### src/rtl/result_writer_pkg.sv
// rtl/result_writer_pkg.sv - shared widths, FSM encoding and helpers for the result writer
package result_writer_pkg;

  localparam int RES_W             = 18;
  localparam int RAM_DW            = 32;
  localparam int RES_PER_FRAME_DEF = 16;

  localparam logic [1:0] ST_IDLE  = 2'd0;
  localparam logic [1:0] ST_WRITE = 2'd1;
  localparam logic [1:0] ST_FLUSH = 2'd2;

  typedef logic [RES_W-1:0] res_t;
  // Index 0 holds MU1, index 3 holds MU4.
  typedef res_t [3:0] res_set_t;

  function automatic logic [RAM_DW-1:0] zext_res(input res_t r);
    return {{(RAM_DW-RES_W){1'b0}}, r};
  endfunction

endpackage

### src/rtl/result_pingpong.sv
// rtl/result_pingpong.sv - 2-entry result-set capture buffer, never back-pressures the producer
module result_pingpong
  import result_writer_pkg::*;
(
  input  logic     clk,
  input  logic     rst,
  input  logic     web,
  input  res_set_t set_in,
  input  logic     rd_free,
  output logic [1:0] full,
  output logic     rd_sel,
  output res_set_t rd_set,
  output logic     drop
);

  res_set_t   mem [2];
  logic       wr_sel;
  logic       accept;
  logic [1:0] full_nxt;

  // Entries fill and drain in order, so the write slot is only busy when both are full;
  // a free strobe in the same cycle releases exactly that slot.
  assign accept = web && (!full[wr_sel] || rd_free);
  assign drop   = web && !accept;
  assign rd_set = mem[rd_sel];

  always_comb begin
    full_nxt = full;
    if (rd_free) full_nxt[rd_sel] = 1'b0;
    if (accept)  full_nxt[wr_sel] = 1'b1;
  end

  always_ff @(posedge clk or negedge rst) begin
    if (!rst) begin
      full   <= 2'b00;
      wr_sel <= 1'b0;
      rd_sel <= 1'b0;
    end else begin
      full <= full_nxt;
      if (accept)  wr_sel <= ~wr_sel;
      if (rd_free) rd_sel <= ~rd_sel;
    end
  end

  always_ff @(posedge clk) begin
    if (accept) mem[wr_sel] <= set_in;
  end

endmodule

### src/rtl/result_writer.sv
// rtl/result_writer.sv - writes 4-row result sets to SRAM in frames; RESULT_MAX_EN adds max tracking
module result_writer
  import result_writer_pkg::*;
#(
  parameter int ADDR_W        = 8,
  parameter int RES_PER_FRAME = RES_PER_FRAME_DEF
) (
  input  logic              clk,
  input  logic              rst,
  input  logic              web,
  input  logic [RES_W-1:0]  MU1,
  input  logic [RES_W-1:0]  MU2,
  input  logic [RES_W-1:0]  MU3,
  input  logic [RES_W-1:0]  MU4,
  input  logic              ALU_done,
  output logic              ram_cen,
  output logic              ram_wen,
  output logic [ADDR_W-1:0] ram_addr,
  output logic [RAM_DW-1:0] ram_din,
  output logic              wr_done,
`ifdef RESULT_MAX_EN
  output logic [RES_W-1:0]  max_val,
  output logic [ADDR_W-1:0] max_addr,
`endif
  output logic              ovf_err
);

  logic [1:0]        state, state_nxt;
  logic [1:0]        beat;
  logic [ADDR_W-1:0] frame_base, result_idx, last_addr, cur_addr;
  logic [RAM_DW-1:0] last_din, cur_din;
  logic              done_pend;
  logic              writing, flushing, last_beat;
  logic [1:0]        full;
  logic              rd_sel, drop;
  res_set_t          rd_set;
  res_t              cur_res;

  result_pingpong u_pingpong (
    .clk     (clk),
    .rst     (rst),
    .web     (web),
    .set_in  ({MU4, MU3, MU2, MU1}),
    .rd_free (last_beat),
    .full    (full),
    .rd_sel  (rd_sel),
    .rd_set  (rd_set),
    .drop    (drop)
  );

  assign writing   = (state == ST_WRITE);
  assign flushing  = (state == ST_FLUSH);
  assign last_beat = writing && (beat == 2'd3);
  assign cur_res   = rd_set[beat];
  assign cur_addr  = frame_base + result_idx;
  assign cur_din   = zext_res(cur_res);

  // Strobes come straight from the state register so reset releases the SRAM asynchronously.
  assign ram_cen  = !writing;
  assign ram_wen  = !writing;
  assign ram_addr = writing ? cur_addr : last_addr;
  assign ram_din  = writing ? cur_din  : last_din;
  assign wr_done  = flushing;

  // A strobe this cycle already counts as a full entry, giving first-write latency of one.
  always_comb begin
    state_nxt = state;
    case (state)
      ST_IDLE: begin
        if (web || (|full))  state_nxt = ST_WRITE;
        else if (done_pend)  state_nxt = ST_FLUSH;
      end
      ST_WRITE: begin
        if (last_beat) begin
          if (full[~rd_sel] || web) state_nxt = ST_WRITE;
          else if (done_pend)       state_nxt = ST_FLUSH;
          else                      state_nxt = ST_IDLE;
        end
      end
      default: state_nxt = ST_IDLE;
    endcase
  end

  always_ff @(posedge clk or negedge rst) begin
    if (!rst) begin
      state      <= ST_IDLE;
      beat       <= 2'd0;
      frame_base <= '0;
      result_idx <= '0;
      done_pend  <= 1'b0;
      last_addr  <= '0;
      last_din   <= '0;
      ovf_err    <= 1'b0;
    end else begin
      state     <= state_nxt;
      beat      <= writing ? beat + 2'd1 : 2'd0;
      done_pend <= (done_pend && !flushing) || ALU_done;
      ovf_err   <= ovf_err || drop;
      if (writing) begin
        last_addr  <= cur_addr;
        last_din   <= cur_din;
        result_idx <= (result_idx == ADDR_W'(RES_PER_FRAME - 1)) ? '0 : result_idx + 1'b1;
      end else if (flushing) begin
        result_idx <= '0;
        frame_base <= frame_base + ADDR_W'(RES_PER_FRAME);
      end
    end
  end

`ifdef RESULT_MAX_EN
  // Strict compare keeps the first occurrence on ties; the first write of a frame always loads.
  always_ff @(posedge clk or negedge rst) begin
    if (!rst) begin
      max_val  <= '0;
      max_addr <= '0;
    end else if (flushing) begin
      max_val  <= '0;
      max_addr <= '0;
    end else if (writing && ((result_idx == '0) || (cur_res > max_val))) begin
      max_val  <= cur_res;
      max_addr <= cur_addr;
    end
  end
`endif

endmodule

### config.mk
export PLATFORM = sky130hd
export DESIGN_NAME = result_writer
export DESIGN_NICKNAME = d
export VERILOG_FILES = /design/src/rtl/result_writer_pkg.sv /design/src/rtl/result_pingpong.sv /design/src/rtl/result_writer.sv
export SDC_FILE = /design/constraint.sdc
export NUM_CORES = 1
export LEC_CHECK = 0
export ABC_CLOCK_PERIOD_IN_PS = 8900
export BUFFER_PORTS_ARGS = -buffer_cell sky130_fd_sc_hd__buf_2
export CORE_AREA = 2 2 119 121
export DETAILED_ROUTE_END_ITERATION = 12
export DIE_AREA = 0 0 121 123
export PLACE_DENSITY = 0.91
export SYNTH_ARGS = -nofsm -noshare
export SYNTH_HDL_FRONTEND = slang
export SYNTH_SLANG_ARGS = --single-unit
### constraint.sdc
create_clock -name clk -period 8.9 [get_ports clk]
set_input_delay 0.89 -clock clk [delete_from_list [all_inputs] [get_ports clk]]
set_output_delay 0.89 -clock clk [all_outputs]
set_load 0.02 [all_outputs]
# After elaboration in Yosys (flattened, before gate mapping)
# Memories as Yosys holds them, arrays and structs flattened.
# Cells that the tools add are included.
[classes]
n_lt_le_gt_ge = 6
n_addsub = 4
reduce_logical = 20
mux = 26
bitwise = 6
n_eq_ne = 6
[op_table]
columns = ["operator", "count"]
rows = [
  ["binary-select mux 18 bit (select 2 bit)", 1],
  ["2-to-1 mux 32 bit", 1],
  ["2-to-1 mux 8 bit", 4],
  ["2-to-1 mux 18 bit", 1],
  ["2-to-1 mux 2 bit", 8],
  ["adder 8 x 1 -> 8 bit (second input constant)", 1],
  ["adder 8 x 5 -> 8 bit (second input constant)", 1],
  ["adder 8 bit", 1],
  ["equality test 8 x 4 -> 1 bit (second input constant)", 1],
  ["2-to-1 mux 1 bit", 8],
  ["logical AND 1 bit", 6],
  ["< comparator 1 x 2 -> 1 bit (second input constant)", 3],
  ["logical OR 1 bit", 5],
  ["equality test 2 bit (second input constant)", 2],
  ["logical NOT 1 bit", 4],
  ["one-hot mux 2 bit (2 select lines)", 1],
  ["AND reduction 2 bit", 2],
  ["< comparator 2 x 3 -> 1 bit (second input constant)", 1],
  ["inequality test 3 bit (second input constant)", 1],
  ["inverter 1 bit", 3],
  ["adder 2 x 1 -> 2 bit (second input constant)", 1],
  ["AND 2 bit", 1],
  ["demux 1 bit (select 1 bit)", 2],
  ["equality test 2 x 1 -> 1 bit (second input constant)", 1],
  ["7 further kinds", 8],
]
[word_totals]
output_inout_bits = 44
memories = 1
mem_bits_rw = 144
regBits = 66
word_cells = 80
[mem_list]
columns = ["name", "depth", "width", "read_ports", "rd_clocked_by_memory_dff", "write_ports", "line", "rtl"]
rows = [
  ["u_pingpong.mem", 2, 72, 1, 0, 1, "result_pingpong.sv:16", "res_set_t mem [2];"],
]

# Depth between registers and ports, before layout
# Gate-level depths: netlist of run 1.
[depth]
word_depth = 9
mapped_depth = 7

# Cells and area by module
# Synthesis of run 1 repeated with hierarchy kept, for this count alone.
[hier_totals]
cells_unflattened = 454
area_unflattened_um2 = 8519.4
[by_module_without_submodules]
columns = ["mod", "area_each_um2", "instances", "seq_area_each_um2", "cells_each"]
rows = [
  ["result_pingpong", 5572.8, 1, 4424.2, 245],
  ["result_writer", 2946.6, 1, 1451.4, 209],
]

# Worst setup path before layout of run 1
# No wires, ideal clock.
[synth_timing]
kind = "register -> register"
startpoint = "register state[1]"
endpoint = "memory u_pingpong.mem[0][0] (netlist bit), enable pin"
t_arrival_ps = 4195
stages_incl_launch_ff = 8
setup_time_ps = 503
path_slack_ps = 4203
n_path_buf = 1
cell_sequence = "dfrtp_1 -> inv_1 -> ha_1 -> clkbuf_1 -> nand2_1 -> nand2_1 -> nand2_1 -> nor2_1"
[synth_between]
elab_chain_cells = 6
[synth_rtl]
columns = ["element", "line", "rtl"]
rows = [
  ["start: declaration", "result_writer.sv:28", "logic [1:0] state, state_nxt;"],
  ["start signal: assignment", "result_writer.sv:95", "state <= state_nxt;"],
  ["equality test 2 x 1 -> 1 bit", "result_writer.sv:51", "assign writing = (state == ST_WRITE);"],
  ["logical AND 1 bit", "result_writer.sv:53", "assign last_beat = writing && (beat == 2'd3);"],
  ["logical OR 1 bit", "result_pingpong.sv:23", "assign accept = web && (!full[wr_sel] || rd_free);"],
  ["logical AND 1 bit", "result_pingpong.sv:23", ""],
  ["2-to-1 mux 1 bit", "result_pingpong.sv:46", "if (accept) mem[wr_sel] <= set_in;"],
  ["2-to-1 mux 1 bit (not written as such)", "result_pingpong.sv:46", ""],
  ["end: declaration", "result_pingpong.sv:16", ""],
]
# No other way between the ends.

# Final worst setup path of run 1
[layout_timing]
startpoint = "register state[1]"
endpoint = "output ram_din[5]"
[layout_between]
elab_chain_cells = 2
[layout_rtl]
columns = ["element", "line", "rtl"]
rows = [
  ["equality test 2 x 1 -> 1 bit", "result_writer.sv:51", ""],
  ["2-to-1 mux 32 bit", "--", ""],
  ["end: declaration", "result_writer.sv:19", "output logic [RAM_DW-1:0] ram_din,"],
]
# No other way between the ends.

==> results.ini, run 1 <==
[run]
maxCapViolations = 0

[route]
routedWlPerCell_um = 19.3
met3WireLength_um = 961
wirelength_met1_um = 5690
wl_met2_um = 7530
drt_iter0_drc = 289
first_pass_iters = 4
top_layer_used = met4
ant_nets = 0
drt-total-wl_um = 14500
num_vias = 4227
drc_errors = 0
viasPerCell = 5.62

[place]
dp_cells = 713
io_buffers = 119
gp_congestion = 0.791
hpwl_um = 9310
place_ws_ns = 5.27

[pwr]
peakVddDrop_uv = 216
p_leak_nw = 3.62
p_per_area_nw_per_um2 = 328

[critical_path]
reg2regPathDepth = 6
worst_path_most_repeated_cell = inv_1
cp.required_ns = 8.01
startpoint = state[1]
cp.arrival_ns = 2.93
timing.rr.start = beat[0]
r2r_end = u_pingpong.mem[1][55]
crit_slowest_cell = ha_2
start_kind = flip-flop
ff2ff_setup_slack_ns = 5.34
cpLargestDelayFamily = adder cells
critPathKind = reg -> out
cp.depth = 6
path_max_fanout = 41
crit_buf_inv = 3
path_cells = inv_1 -> ha_2 -> inv_1 -> nor2_1 -> a221o_1 -> buf_2
crit_path_end_kind = output port
slowest_delay_ns = 0.76

[clocking]
cts.clk_slew.worst_paths_ns = 0.06
cts_buffers = 21
htreeDepth = 1
worstSkewPairLatency_ns = 0.49
cts.sinks = 206
root_buffer = clkbuf_16
post_cts_buffers = 0
clockBufferDepth = 3
cts-hold-fix-buffers = 0
cts_tree = built
ctsResizeCount = 0

[timing]
final_hold_viol_count = 0
skew_ns = 0.0115
setup_violations = 0
finalWorstSetupSlack_ns = 5.08
fin_crit_ns = 3.82
max_clock_freq_mhz = 262
max_slew_margin_pct = 32.0
finalSetupTns_ns = 0
maxSlewViolCount = 0
tightest_slew_ns = 1.02
rsz0062_at_grt = false
finalCritPeriodShare_pct = 43.0

[floorplan]
initial_core_util_pct = 58.4
io_pins = 120
fp.coreArea_um2 = 13600
die_x_um = 121
die_height_um = 123
rows = 43
die_area_um2 = 14900

[yosys]
ys.flop_type = edfxtp_1
synthTopCellsByArea = edfxtp_1, dfrtp_1, mux4_2, mux2i_1, ha_1
synth_common_cells = edfxtp_1, dfrtp_1, mux4_2
synth_compound_area_share_pct = 3.51
synth_area_um2 = 7950
yosysWarnings = 0
seq_area_frac_synth_pct = 73.9
synth_cells = 431
syn_nets = 518
synth-adder-area-share_pct = 1.83
yosys.area.top_type = edfxtp_1
yosysUniqueCellTypes = 38
muxShareOfSynthArea_pct = 13.3
yosysMostFrequentCell = edfxtp_1
synth_edf_count = 144
synth_area_per_cell_um2 = 18.4
synthArstFlopShare_pct = 30.1
synth_top_family_by_area = multiplexers
synth-simple-area-share_pct = 4.22
synth-xor-area-share_pct = 1.21
ys_ff_latch = 206
synth_top_area_share_pct = 54.4

[global_routing]
grt_max_degree = 57
grt_first_pass_wirelength_um = 22300
groute.usage.overall_pct = 19.6
grt_pass1_vias = 4391
overflow = 0
antenna_found_initial = 1

[final_layout]
multi_input_comb_area_um2 = 1930
nets = 643
seq_area_um2 = 5880
drive_above_1_share_pct = 35.7
fin_cells = 752
nFillCells = 865
area_growth_pct = 17.9

[worst_hold_path]
min_path_type = in -> async

[status]
status = completed

[layout by cell type, fill, tap and decap left out, types with 3 or more instances in the layout]
cell	count
nor2b_1	14
a21o_1	3
mux4_2	35
clkbuf_1	4
nand2_1	12
a221o_1	5
clkinv_2	3
nand3_1	4
dfrtp_1	59
xor2_1	3
edfxtp_1	144
o21ai_0	8
dfrtp_2	3
buf_2	119
clkinvlp_4	4
mux2i_1	14
ha_1	9
mux2_2	9
and3_1	7
nor2_1	17
xnor2_1	8
inv_1	12
buf_4	3
clkbuf_16	21
a21oi_1	24
[worst max-delay path by stage]
stage                       endpoint
6_report                  ram_din[5]
3_5_place_dp   u_pingpong.mem[0][19]
4_1_cts                   ram_din[5]
2_1_floorplan   u_pingpong.mem[0][0]
3_3_place_gp   u_pingpong.mem[0][19]
5_1_grt                  ram_din[13]
[sequential cells by signal (all words and copies together) (netlist names)]
name               flops
frame_base             4
result_idx             8
u_pingpong.wr_sel      1
last_addr              8
beat                   2
u_pingpong.mem       144
done_pend              1
state                  2
u_pingpong.rd_sel      1
ovf_err                1
last_din              32
u_pingpong.full        2
[metrics by stage]
| stage | area [um^2] | total power [mW] | hold slack, ns | util [%] |
|---|---|---|---|---|
| 3_5_place_dp | 8700 | 2.25 | 0.491 | 63.9 |
| 5_1_grt | 9370 | 3.22 | 0.225 | 68.9 |
| 6_report | 9380 | 3.07 | 0.227 | 68.9 |
| 2_1_floorplan | 7950 | 2.00 | 0.465 | - |
| 3_3_place_gp | 8700 | 2.21 | 0.481 | 63.9 |
| 4_1_cts | 9370 | 3.10 | 0.218 | 68.9 |
[cell type report]
cell class | instances | share of cell area (%)
multi-input cells | 193 | 20.6
flip-flops and latches | 206 | 62.7
inverters | 12 | 0.480
repair buffers | 122 | 6.59
well taps | 180 | 2.40
clock inverters | 12 | 1.29
diodes | 1 | 0.0267
clock buffers | 26 | 5.91
[cell families after synthesis]
group / Yosys count
xor+xnor: 11
mux: 59
compound gates: 46
buf+inv: 32
simple gates: 66
fa+ha+maj: 11
flops: 206
[metal layers]
metal | vias up | GRT usage (%)
li1 | 1914 | -
met1 | 2131 | 24.4
met2 | 158 | 34.5
met3 | 24 | 4.75
met4 | 0 | 5.52
met5 | - | 0
[report_power, final]
group | switching, mW | internal (mW) | total (mW)
Combinational | 0.473 | 0.370 | 0.843
Clock | 0.346 | 0.503 | 0.849
Sequential | 0.162 | 1.22 | 1.38
Note: power is estimated with default switching activity, not from simulation.
==> run 2, diff against run 1 <==
--- a/config.mk
+++ b/config.mk
@@ -5,12 +5,12 @@
 export SDC_FILE = /design/constraint.sdc
 export NUM_CORES = 1
 export LEC_CHECK = 0
-export ABC_CLOCK_PERIOD_IN_PS = 8900
+export ABC_CLOCK_PERIOD_IN_PS = 3300
 export BUFFER_PORTS_ARGS = -buffer_cell sky130_fd_sc_hd__buf_2
-export CORE_AREA = 2 2 119 121
+export CORE_AREA = 2 2 128 130
 export DETAILED_ROUTE_END_ITERATION = 12
-export DIE_AREA = 0 0 121 123
-export PLACE_DENSITY = 0.91
+export DIE_AREA = 0 0 130 132
+export PLACE_DENSITY = 0.84
 export SYNTH_ARGS = -nofsm -noshare
 export SYNTH_HDL_FRONTEND = slang
 export SYNTH_SLANG_ARGS = --single-unit
==> constraint.sdc (replaced) <==
create_clock -name clk -period 3.3 [get_ports clk]
set_input_delay 0.33 -clock clk [delete_from_list [all_inputs] [get_ports clk]]
set_output_delay 0.33 -clock clk [all_outputs]
set_load 0.02 [all_outputs]
==> results.ini, run 2 (synthesis results as in run 1) <==
[status]
status = completed  ; unchanged

[pwr]
p_per_area_nw_per_um2 = 857  ; was 328 nW/um^2
peakVddDrop_uv = 630  ; was 216 uV
p_total_mw = 8.68  ; was 3.07 mW
p_leak_nw = 3.93  ; was 3.62 nW

[critical_path]
crit_buf_inv = 2  ; was 3
cp.arrival_ns = 2.72  ; was 2.93 ns
startpoint = beat[0]  ; was state[1]
path_cells = buf_4 -> mux4_2 -> mux2i_1 -> a21oi_1 -> buf_2  ; was inv_1 -> ha_2 -> inv_1 -> nor2_1 -> a221o_1 -> buf_2
path_max_fanout = 25  ; was 41
slowest_delay_ns = 0.82  ; was 0.76 ns
crit_slowest_cell = dfrtp_2  ; was ha_2
crit_path_end_kind = output port  ; unchanged
critPathKind = reg -> out  ; unchanged
cpLargestDelayFamily = flip-flops  ; was adder cells
timing.rr.start = beat[0]  ; unchanged
start_kind = flip-flop  ; unchanged
cp.required_ns = 2.97  ; was 8.01 ns

[route]
ant_nets = 0  ; unchanged
drt_iter0_drc = 204  ; was 289
viasPerCell = 5.30  ; was 5.62
first_pass_iters = 4  ; unchanged
num_vias = 4509  ; was 4227
drc_errors = 0  ; unchanged
drt-total-wl_um = 16300  ; was 14500 um
routedWlPerCell_um = 19.2  ; was 19.3 um

[floorplan]
rows = 46  ; was 43
die_area_um2 = 17200  ; was 14900 um^2
fp.coreArea_um2 = 15700  ; was 13600 um^2
io_pins = 120  ; unchanged
die_x_um = 130  ; was 121 um
initial_core_util_pct = 50.6  ; was 58.4%
die_height_um = 132  ; was 123 um

[clocking]
root_buffer = clkbuf_16  ; unchanged
post_cts_buffers = 0  ; unchanged
cts_buffers = 22  ; was 21
worstSkewPairLatency_ns = 0.52  ; was 0.49 ns
clockBufferDepth = 3  ; unchanged
cts.clk_slew.worst_paths_ns = 0.06  ; about the same
cts.sinks = 206  ; unchanged
cts_tree = built  ; unchanged
htreeDepth = 1  ; unchanged

[final_layout]
nets = 704  ; was 643
reg_top3 = u_pingpong.mem (144), last_din (32)  ; unchanged
final_common_cell = edfxtp_1  ; unchanged
largest_reg_flops = 144  ; unchanged
drive_above_1_share_pct = 32.9  ; was 35.7%
area_growth_pct = 27.3  ; was 17.9%
mostFrequentLayoutCells = edfxtp_1, buf_2, dfrtp_1  ; unchanged
regMostFlops = u_pingpong.mem  ; unchanged
nFillCells = 1034  ; was 865
fin_util_pct = 64.4  ; was 68.9%

[run]
maxCapViolations = 0  ; unchanged

[timing]
tightest_slew_ns = 0.705  ; was 1.02 ns
finalCritPeriodShare_pct = 92.5
skew_ns = 0.0226  ; was 0.0115 ns
finalSetupTns_ns = 0  ; unchanged
rsz0062_at_grt = false  ; unchanged
max_slew_margin_pct = 53.0  ; was 32.0%
fin_crit_ns = 3.05
final_hold_viol_count = 0  ; unchanged
maxSlewViolCount = 0  ; unchanged
max_clock_freq_mhz = 328
worst_hold_slack_ns = 0.0136  ; was 0.227 ns
setup_violations = 0  ; unchanged

[place]
gp_congestion = 0.763  ; was 0.791
hpwl_um = 9620  ; was 9310 um
io_buffers = 119  ; unchanged

[worst_hold_path]
min_path_type = in -> reg  ; was in -> async
hp-start = MU3[17]

[global_routing]
overflow = 0  ; unchanged
groute.usage.overall_pct = 19.3  ; was 19.6%
antenna_found_initial = 1  ; unchanged
grt_max_degree = 73  ; was 57
grt_first_pass_wirelength_um = 25700  ; was 22300 um
grt_pass1_vias = 4979  ; was 4391

[run 2: cell count changes in the layout (fill, tap and decap cells not counted), sizes merged]
cell and change:
buf +5, inv -1, bufinv +2, clkbuf +3
clkinv +1, dlygate4sd3 +55, clkinvlp -3
[run 2: through the flow]
stage / area (um^2) / setup WS (ns) / instances
after floorplan: 7960 / -0.206 / 431
after global placement: 8800 / 0.822 / 754
after detailed placement: 8800 / 0.750 / 754
after CTS: 10100 / 0.192 / 843
after global routing: 10100 / 0.0430 / 850
final: 10100 / 0.247 / 850
[run 2: repair_timing]
item                      CTS  global route
hold buffers               49             6
hold endpoints to repair  113            10
gates resized for setup     0             0
[run 2: path summary, 6_finish.rpt]
check	end	slack [ns]	cells past startpoint
min in group asynchronous	last_din[1]	0.33	2
worst min register to register	last_addr[1]	0.49	1
worst max register to register	u_pingpong.mem[1][30]	0.76	6
worst max-delay path	ram_din[15]	0.25	5
worst min-delay path	u_pingpong.mem[1][53]	0.01	1
max in group asynchronous	beat[1]	1.95	3
[run 2: area by class of cell]
cell class	instances	area, um^2	area share [%]
Sequential cell	206	5880	58.1
Timing Repair Buffer	182	1230	12.2
Tap cell	216	270	2.67
Clock buffer	29	587	5.80
Inverter	12	45.0	0.445
Multi-Input combinational cell	193	1930	19.1
Antenna cell	1	2.50	0.0247
Clock inverter	11	179	1.77
[run 2: layer usage]
layer  track usage, %  part of all wire, %  vias to the layer above
met5                0                    0                        -
li1                 -                    -                     2040
met2             34.0                   52                      169
met1             23.5                   40                     2267
met3             4.67                  5.5                       33
met4             5.68                  2.4                        0
[run 2: where the power goes]
part	internal [mW]	switching, mW	total, mW
clock	1.58	0.991	2.57
sequential	3.29	0.352	3.64
combinational	1.08	1.40	2.47
total	5.94	2.74	8.68
